$ cat src/rtl/prog_seq.sv
// Program sequencer for the 8-bit core: drives prog_ctr into instr_ROM with a req/done run
// handshake, relative/absolute jumps, and call/return through a small hardware return stack.
module prog_seq #(
  parameter int D         = 12,
  parameter int S         = 4,
  parameter int HALT_ADDR = 128
) (
  input  logic                   clk,
  input  logic                   reset,
  input  logic                   req,
  input  logic                   stall,
  input  logic                   reljump_en,
  input  logic                   absjump_en,
  input  logic                   call_en,
  input  logic                   ret_en,
  input  logic [D-1:0]           target,
  output logic [D-1:0]           prog_ctr,
  output logic                   running,
  output logic                   done,
  output logic [$clog2(S+1)-1:0] stk_depth,
  output logic                   stk_ovf,
  output logic                   stk_unf
);

  localparam int DW = $clog2(S+1);
  localparam int AW = (S > 1) ? $clog2(S) : 1;
  // A halt address outside the PC range can never match, so the run never completes.
  localparam logic HALT_OK = (64'(HALT_ADDR) < (64'(1) << D));
  localparam logic [D-1:0] HALT_PC = D'(HALT_ADDR);

  typedef enum logic [1:0] {IDLE = 2'd0, RUN = 2'd1, DONE = 2'd2} state_t;

  state_t         state, state_nxt;
  logic           running_nxt, done_nxt;
  logic [D-1:0]   pc_nxt, pc_inc, stk_top;
  logic [DW-1:0]  depth_nxt;
  logic           ovf_nxt, unf_nxt, push_en, at_halt, start;
  logic [D-1:0]   stk [S];

  function automatic logic [D-1:0] wrap_add(input logic [D-1:0] base,
                                            input logic signed [D-1:0] off);
    logic signed [D:0] sum;
    sum = $signed({1'b0, base}) + $signed({off[D-1], off});
    return sum[D-1:0];
  endfunction

  assign at_halt = (state == RUN) && HALT_OK && (prog_ctr == HALT_PC);
  assign start   = ((state == IDLE) || (state == DONE)) && req;
  assign pc_inc  = prog_ctr + D'(1);
  assign stk_top = stk[AW'(stk_depth - DW'(1))];

  always_ff @(posedge clk) begin
    if (!reset) begin
      state     <= IDLE;
      running   <= 1'b0;
      done      <= 1'b0;
      prog_ctr  <= '0;
      stk_depth <= '0;
      stk_ovf   <= 1'b0;
      stk_unf   <= 1'b0;
    end else begin
      state     <= state_nxt;
      running   <= running_nxt;
      done      <= done_nxt;
      prog_ctr  <= pc_nxt;
      stk_depth <= depth_nxt;
      stk_ovf   <= ovf_nxt;
      stk_unf   <= unf_nxt;
    end
  end

  // Stack storage carries no reset: only entries below stk_depth are ever read.
  always_ff @(posedge clk) begin
    if (reset && push_en)
      stk[AW'(stk_depth)] <= pc_inc;
  end

  always_comb begin
    state_nxt = state;
    case (state)
      IDLE:    if (req) state_nxt = RUN;
      RUN:     if (at_halt) state_nxt = DONE;
      DONE:    if (req) state_nxt = RUN;
      default: state_nxt = IDLE;
    endcase
  end

  always_comb begin
    running_nxt = (state_nxt == RUN);
    done_nxt    = (state_nxt == DONE);
  end

  always_comb begin
    pc_nxt    = prog_ctr;
    depth_nxt = stk_depth;
    ovf_nxt   = stk_ovf;
    unf_nxt   = stk_unf;
    push_en   = 1'b0;
    if (start) begin
      pc_nxt    = '0;
      depth_nxt = '0;
      ovf_nxt   = 1'b0;
      unf_nxt   = 1'b0;
    end else if ((state == RUN) && !at_halt && !stall) begin
      // Fixed priority: ret, call, absolute, relative, sequential.
      if (ret_en) begin
        if (stk_depth != '0) begin
          pc_nxt    = stk_top;
          depth_nxt = stk_depth - DW'(1);
        end else begin
          pc_nxt  = pc_inc;
          unf_nxt = 1'b1;
        end
      end else if (call_en) begin
        if (stk_depth < DW'(S)) begin
          push_en   = 1'b1;
          depth_nxt = stk_depth + DW'(1);
        end else begin
          ovf_nxt = 1'b1;
        end
        pc_nxt = target;
      end else if (absjump_en) begin
        pc_nxt = target;
      end else if (reljump_en) begin
        pc_nxt = wrap_add(prog_ctr, $signed(target));
      end else begin
        pc_nxt = pc_inc;
      end
    end
  end

endmodule

$ cat config.mk
export PLATFORM = sky130hd
export DESIGN_NAME = prog_seq
export DESIGN_NICKNAME = d
export VERILOG_FILES = /design/src/rtl/prog_seq.sv
export SDC_FILE = /design/constraint.sdc
export NUM_CORES = 1
export LEC_CHECK = 0
export CAP_MARGIN = 20
export CORE_MARGIN = 2
export CORE_UTILIZATION = 57
export CTS_CLUSTER_DIAMETER = 80
export DETAILED_ROUTE_END_ITERATION = 10
export HOLD_SLACK_MARGIN = 0.06
export MAX_ROUTING_LAYER = met4
export PLACE_DENSITY = 0.82
export SYNTH_ARGS = -nofsm -noshare
export SYNTH_HDL_FRONTEND = slang
export SYNTH_SLANG_ARGS = --single-unit
$ cat constraint.sdc
create_clock -name clk -period 2.8 [get_ports clk]
set_clock_uncertainty 0.1 [all_clocks]
set_input_delay 0.28 -clock clk [delete_from_list [all_inputs] [get_ports clk]]
set_output_delay 0.28 -clock clk [all_outputs]
set_load 0.01 [all_outputs]
# --- Yosys cells after proc, flatten, opt, wreduce, memory -nomap -nowiden ---
# Memories as Yosys holds them, arrays and structs flattened.
# Cells that the tools add are included.
word_totals:
  ff_bits: 21
  mem_bits_rw: 48
  inputBits: 20
  out_inout_bits: 19
  wordCells: 59
  n_memories: 1
mem_list:
  columns: ["name", "depth", "word_bits", "rd", "rd_clocked_by_memory_dff", "write_ports", "line", "rtl"]
  rows:
  - ["stk", 4, 12, 1, 0, 1, "38", "logic [D-1:0] stk [S];"]
op_classes:
  n_addsub: 4
  order_cmp: 1
  n_eq_ne: 6
  muxes: 19
  n_bitwise: 4
  n_reduce_logical: 17
op_table:
  columns: ["cell", "n"]
  rows:
  - ["$mux 12", 5]
  - ["$add 12x1->12 const B", 1]
  - ["$add 12x12->12", 1]
  - ["$eq 12x8->1 const B", 1]
  - ["$mux 3", 4]
  - ["$reduce_and 4->1", 2]
  - ["$mux 1", 7]
  - ["$logic_and 1x1->1", 5]
  - ["$eq 2x1->1 const B", 2]
  - ["$eq 2x2->1 const B", 2]
  - ["$mux 2", 2]
  - ["$not 1->1", 4]
  - ["$pmux 2 s2", 1]
  - ["$reduce_bool 2->1", 2]
  - ["$reduce_or 2->1", 2]
  - ["$add 3x1->3 const B", 1]
  - ["$lt 3x3->1 const B", 1]
  - ["$reduce_and 3->1", 1]
  - ["$reduce_bool 3->1", 1]
  - ["$sub 3x1->3 const B", 1]
  - ["$logic_not 1->1", 2]
  - ["$logic_not 2->1", 1]
  - ["$ne 2x1->1 const B", 1]
  - ["$logic_or 1x1->1", 1]

# --- Longest topological paths before layout ---
depth:
  ltp_word: 10
  mapped_depth: 10
  depth_no_buf: 9

# --- Least setup slack after synthesis ---
# OpenSTA, ideal clock, no wires.
synth_timing:
  path_kind: "register to register"
  from: "register prog_ctr[0]"
  to: "register prog_ctr[10]"
  setup_time_ns: 0.135
  t_arrival_ns: 2.379
  required_time_ns: 2.565
  setup_slack_ns: 0.186
  path_stages_with_launch: 10
  path_buffers: 0
  synth_period_minus_slack_ns: 2.614
  path_cell_list: "dfxtp_1 -> ha_1 -> inv_1 -> fa_1 -> nor2b_1 -> o211ai_2 -> a21oi_1 -> mux2_2 -> a2111oi_0 -> o22ai_1"
synth_via:
  elab_chain_cells: 5
  elab_cells_between_ends: 12
  cone_classes: "2 x add/sub; 1 x eq/ne; 5 x mux; 4 x reduce/logical"
synth_rtl:
  columns: ["item", "line", "rtl"]
  rows:
  - ["start: declaration", "17", "output logic [D-1:0] prog_ctr,"]
  - ["start signal: assignment", "65", "prog_ctr <= pc_nxt;"]
  - ["$add 12x1->12, or another cell as far along", "49", "assign pc_inc = prog_ctr + D'(1);"]
  - ["$mux 12 / $logic_and 1x1->1 (equally long branches)", "124, 47", null]
  - ["$mux 12 / $logic_not 1->1 (equally long branches)", "122, 104", null]
  - ["$mux 12 / $logic_and 1x1->1 (equally long branches)", "114, 104", null]
  - ["$mux 12 / $logic_and 1x1->1 (equally long branches)", "106, 104", null]
# Several ways; a longest one is shown, not always the timed one.
# A chain may end at the register's enable or synchronous reset.

# --- Worst setup path after layout ---
layout_timing:
  from: "input port target[0]"
  to: "register prog_ctr[10]"
layout_via:
  elab_chain_cells: 5
layout_rtl:
  columns: ["item", "line", "rtl"]
  rows:
  - ["start: declaration", "16", "input logic [D-1:0] target,"]
  - ["$add 12x12->12", "43", "sum = $signed({1'b0, base}) + $signed({off[D-1], off});"]
  - ["$mux 12", "124", "end else if (reljump_en) begin"]
  - ["$mux 12", "122", "end else if (absjump_en) begin"]
  - ["$mux 12", "114", "end else if (call_en) begin"]
  - ["$mux 12", "106", "if (ret_en) begin"]
# Every way passes these cells.

==> results_tabular.tex <==
\begin{tabular}{lr}
\hline
Metric & Value \\
\hline
\multicolumn{2}{l}{\textbf{STA}} \\
Share of the clock period used by the worst path & 0.9265 \\
Measured slew at the worst slew-check pin & between 600 and 700 ps \\
Final number of max-transition violations & 0 \\
Final number of setup-violating endpoints & 0 \\
Unrepaired setup endpoints after global routing & no \\
Max-slew headroom at the worst pin & 0.5948 \\
Number of failing hold endpoints at the final stage & 0 \\
Max Freq & 0.3855 GHz \\
Time the worst path needs with I/O delays and setup & between 2000 and 3000 ps \\
Setup TNS Final & 0 ps \\
\multicolumn{2}{l}{\textbf{Global routing}} \\
Antenna violations before repair & 0 \\
Overall Global Routing Usage & 0.2676 \\
Via count of the first global-routing pass & a little under 3k \\
Residual overflow from global routing & 0 \\
Maximum number of pins on one net before global-route repair & 27 \\
Wire length of the first global-routing pass & about 15 mm \\
\multicolumn{2}{l}{\textbf{CTS}} \\
Worst-skew pair later-pin latency & about 350 ps \\
CTS tree & built \\
Clk Tree Root Cell & sky130\_fd\_sc\_hd\_\_clkbuf\_8 \\
Max clock buf depth & 2 \\
\# hold bufs at CTS & 0 \\
H-tree levels & 3 \\
Number of buffers added for setup after CTS & 0 \\
Clock Pin Slew Worst Setup and Hold Paths & around 80 ps \\
Count of clock tree sinks & slightly below 70 \\
Cts bufs inserted & 9 \\
Post\_cts resized & 0 \\
\multicolumn{2}{l}{\textbf{Cells and area}} \\
Total area of sequential cells & between 1500 and 2000 um\^{}2 \\
Fraction of final layout cells with drive strength greater than 1 & 0.1646 \\
Final design area excluding fillers & $\sim$4700 um\^{}2 \\
Layout overhead on the synthesized area & 18.53\% \\
Diodes inserted & 0 \\
Total number of nets in the final design & 447 \\
Multi-input gate area in the final layout & 1964 um\^{}2 \\
Final core utilization & 0.6974 \\
Fill cell total of the finished layout & $\sim$500 \\
\multicolumn{2}{l}{\textbf{Pwr}} \\
Switching Share & 0.2587 \\
Share of total power in sequential cells & 0.502 \\
Internal power summed over all cells & between 1.5 and 2 mW \\
Leakage dissipation & about 1.7 nW \\
Maximum vdd ir drop & $\sim$0.36 mV \\
Clock network fraction of total power & 0.374 \\
Net switching power & about 0.57 mW \\
Pwr/cell area & 463.2 nW/um\^{}2 \\
Final Total Pwr & $\sim$2.2 mW \\
Power share of the combinational group & 0.124 \\
\multicolumn{2}{l}{\textbf{Yosys}} \\
Primary FF master, synth & sky130\_fd\_sc\_hd\_\_edfxtp\_1 \\
Synth async-reset ratio & 0 \\
Per-instance average area after synthesis & roughly 11 um\^{}2 \\
Number of synthesized flops with an enable pin & between 40 and 50 \\
Netlist area before placement & 3998 um\^{}2 \\
Adder and majority cell fraction of the synthesized area & 0.06135 \\
Synth Net Count & between 300 and 400 \\
Post-synthesis share of cell area spent on and, or, nand and nor gates & 0.1383 \\
Register area share after synthesis & 0.4657 \\
Post-synthesis share of cell area spent on xor and xnor gates & 0.03693 \\
Yosys cell types & 70 \\
Synthesized-area fraction occupied by ao, oa, aoi and oai cells & 0.1665 \\
Main combinational cell family by area after synthesis & compound AO/OA/AOI/OAI gates \\
Yosys reg bits & 69 \\
Number of instances in the synthesized netlist & around 360 \\
Mux cell area share after synthesis & 0.08826 \\
Count of warnings emitted by yosys & 0 \\
\multicolumn{2}{l}{\textbf{Floorplanning}} \\
Row cnt & 30 \\
Core area & a little under 7000 um\^{}2 \\
Area of the die & around 7700 um\^{}2 \\
Effective utilization at floorplan & 0.5884 \\
I/O pin count & 39 \\
Chip height & 87.75 um \\
Width of the chip & between 80 and 90 um \\
\multicolumn{2}{l}{\textbf{Critical path}} \\
Count of cells along the worst register-to-register path & 9 \\
Worst endpoint required time & between 2000 and 3000 ps \\
Endpoint of the worst-slack reg-to-reg timing path & prog\_ctr[10] \\
Largest fanout on the critical path & 2 \\
Worst Path Arrival & 2730 ps \\
Internal reg-to-reg setup slack & 290 ps \\
Type of element capturing the critical path & flop \\
Start of the worst register-to-register path & prog\_ctr[0] \\
Critical path start-end classification & in -> reg \\
Worst Setup Start Kind & input port \\
\multicolumn{2}{l}{\textbf{Detailed routing}} \\
Via count normalized by instance count & 6.189 \\
Routed wire length & 9.435 mm \\
Number of vias in the routed layout & roughly 3.2k \\
Number of design rule violations left after detail routing & 0 \\
DR iter-0 viols & between 300 and 400 \\
Number of iterations in the first detailed-routing pass & 5 \\
Routed Antenna Nets & 0 \\
Wire per inst & around 19 um \\
\multicolumn{2}{l}{\textbf{Outcome}} \\
Run status & complete, no violations \\
\multicolumn{2}{l}{\textbf{Worst hold path}} \\
Worst hold path cell count & 2 \\
Min-delay worst type & reg -> reg \\
Hold\_sp & stk\_ovf \\
Endpoint with the worst hold slack & stk\_ovf \\
\multicolumn{2}{l}{\textbf{Placement}} \\
Post-DP HPWL & 6.850 mm \\
Port Buffers & 38 \\
Final RePlAce weighted congestion & between 0.8 and 0.9 \\
Placement-stage cell area & approximately 4500 um\^{}2 \\
\multicolumn{2}{l}{\textbf{Flow run}} \\
MaxCap Viol Count & 0 \\
\hline
\end{tabular}
-- cell families after synthesis --
| group | after synthesis |
|---|---|
| DFF | 69 |
| AOI/OAI and AO/OA | 97 |
| xor gates and xnor gates | 16 |
| adders and majority gates | 19 |
| buffers and inverters | 30 |
| muxes | 20 |
| and+or+nand+nor | 105 |
-- layout by cell type (no fill, tap or decap), types with 12 or more instances in the layout --
master / n
sky130_fd_sc_hd__o21ai_0: 19
sky130_fd_sc_hd__edfxtp_1: 48
sky130_fd_sc_hd__mux4_2: 12
sky130_fd_sc_hd__ha_1: 18
sky130_fd_sc_hd__nor2_1: 17
sky130_fd_sc_hd__buf_4: 20
sky130_fd_sc_hd__nand2_1: 31
sky130_fd_sc_hd__dfxtp_1: 21
sky130_fd_sc_hd__a21oi_1: 22
sky130_fd_sc_hd__clkdlybuf4s50_1: 38
-- flip-flops by register name, summed over array words and instances, names as in the netlist --
signal	flops
stk	48
stk_ovf	1
stk_depth	3
state	2
running	1
stk_unf	1
done	1
prog_ctr	12
-- routing by layer --
metal / up-vias / track usage / share of wire
li1: 1477 / - / -
met1: 1507 / 0.3656 / 0.42
met2: 149 / 0.4050 / 0.48
met3: 17 / 0.04901 / 0.083
met4: 0 / 0.09091 / 0.018
met5: - / - / 0
-- cell type report --
class                      count  share of cell area
multi-input combinational    257              0.4146
tap                           96             0.02535
clock inverter                 7             0.01532
timing repair buffer          59              0.1162
sequential                    69              0.3929
clock buffer                   9             0.02614
inverter                      12            0.009506
-- power by group through the flow --
stage / Combinational (mW) / Sequential (mW) / Clock, mW
floorplan: 0.170 / 1.13 / 0
global placement: 0.260 / 1.13 / 0
detailed placement: 0.266 / 1.13 / 0
CTS: 0.269 / 1.10 / 0.827
global route: 0.296 / 1.10 / 0.863
finish: 0.272 / 1.10 / 0.820
-- Yosys cell counts, drive strengths merged (7+ instances only) --
| library cell | instances | area [um^2] |
|---|---|---|
| ha | 18 | 225.2 |
| o21ai | 20 | 100.1 |
| edfxtp | 48 | 1441 |
| xor2 | 7 | 61.31 |
| mux4 | 12 | 270.3 |
| a21oi | 22 | 110.1 |
| o211ai | 11 | 92.58 |
| clkbuf | 9 | 53.81 |
| nor3 | 7 | 35.03 |
| inv | 11 | 41.29 |
| xnor2 | 9 | 86.34 |
| nand3 | 11 | 55.05 |
| nor2 | 19 | 81.33 |
| dfxtp | 21 | 420.4 |
| nand2 | 33 | 128.9 |
| buf | 9 | 72.57 |
-- through the flow --
step	hold slack, ps	std cells	worst slack [ps]
final	375.2	509	205.8
after global routing	420.2	509	15.62
after CTS	376.1	509	204.3
after detailed placement	358.8	493	-136.5
after global placement	347.3	493	-119.9
after floorplan	301.7	356	186.2
-- worst max-delay path by stage --
| stage | startpoint | end | slack (ps) | cells past startpoint |
|---|---|---|---|---|
| 3_5_place_dp | target[0] | prog_ctr[10] | -140 | 10 |
| 3_3_place_gp | target[0] | prog_ctr[10] | -120 | 10 |
| 6_report | target[0] | prog_ctr[10] | 210 | 10 |
| 2_1_floorplan | prog_ctr[0] | prog_ctr[10] | 190 | 9 |
| 5_1_grt | target[0] | prog_ctr[10] | 20 | 10 |
| 4_1_cts | target[0] | prog_ctr[10] | 200 | 10 |
-- worst max-delay path, cell delays in order --
cell	delay (ps)
sky130_fd_sc_hd__clkdlybuf4s50_1	480
sky130_fd_sc_hd__ha_1	170
sky130_fd_sc_hd__inv_1	50
sky130_fd_sc_hd__fa_1	410
sky130_fd_sc_hd__nor2b_1	200
sky130_fd_sc_hd__o211ai_2	120
sky130_fd_sc_hd__a21oi_1	210
sky130_fd_sc_hd__mux2_2	360
sky130_fd_sc_hd__a2111oi_0	340
sky130_fd_sc_hd__o22ai_1	110
Power figures use the tool's default switching activity.
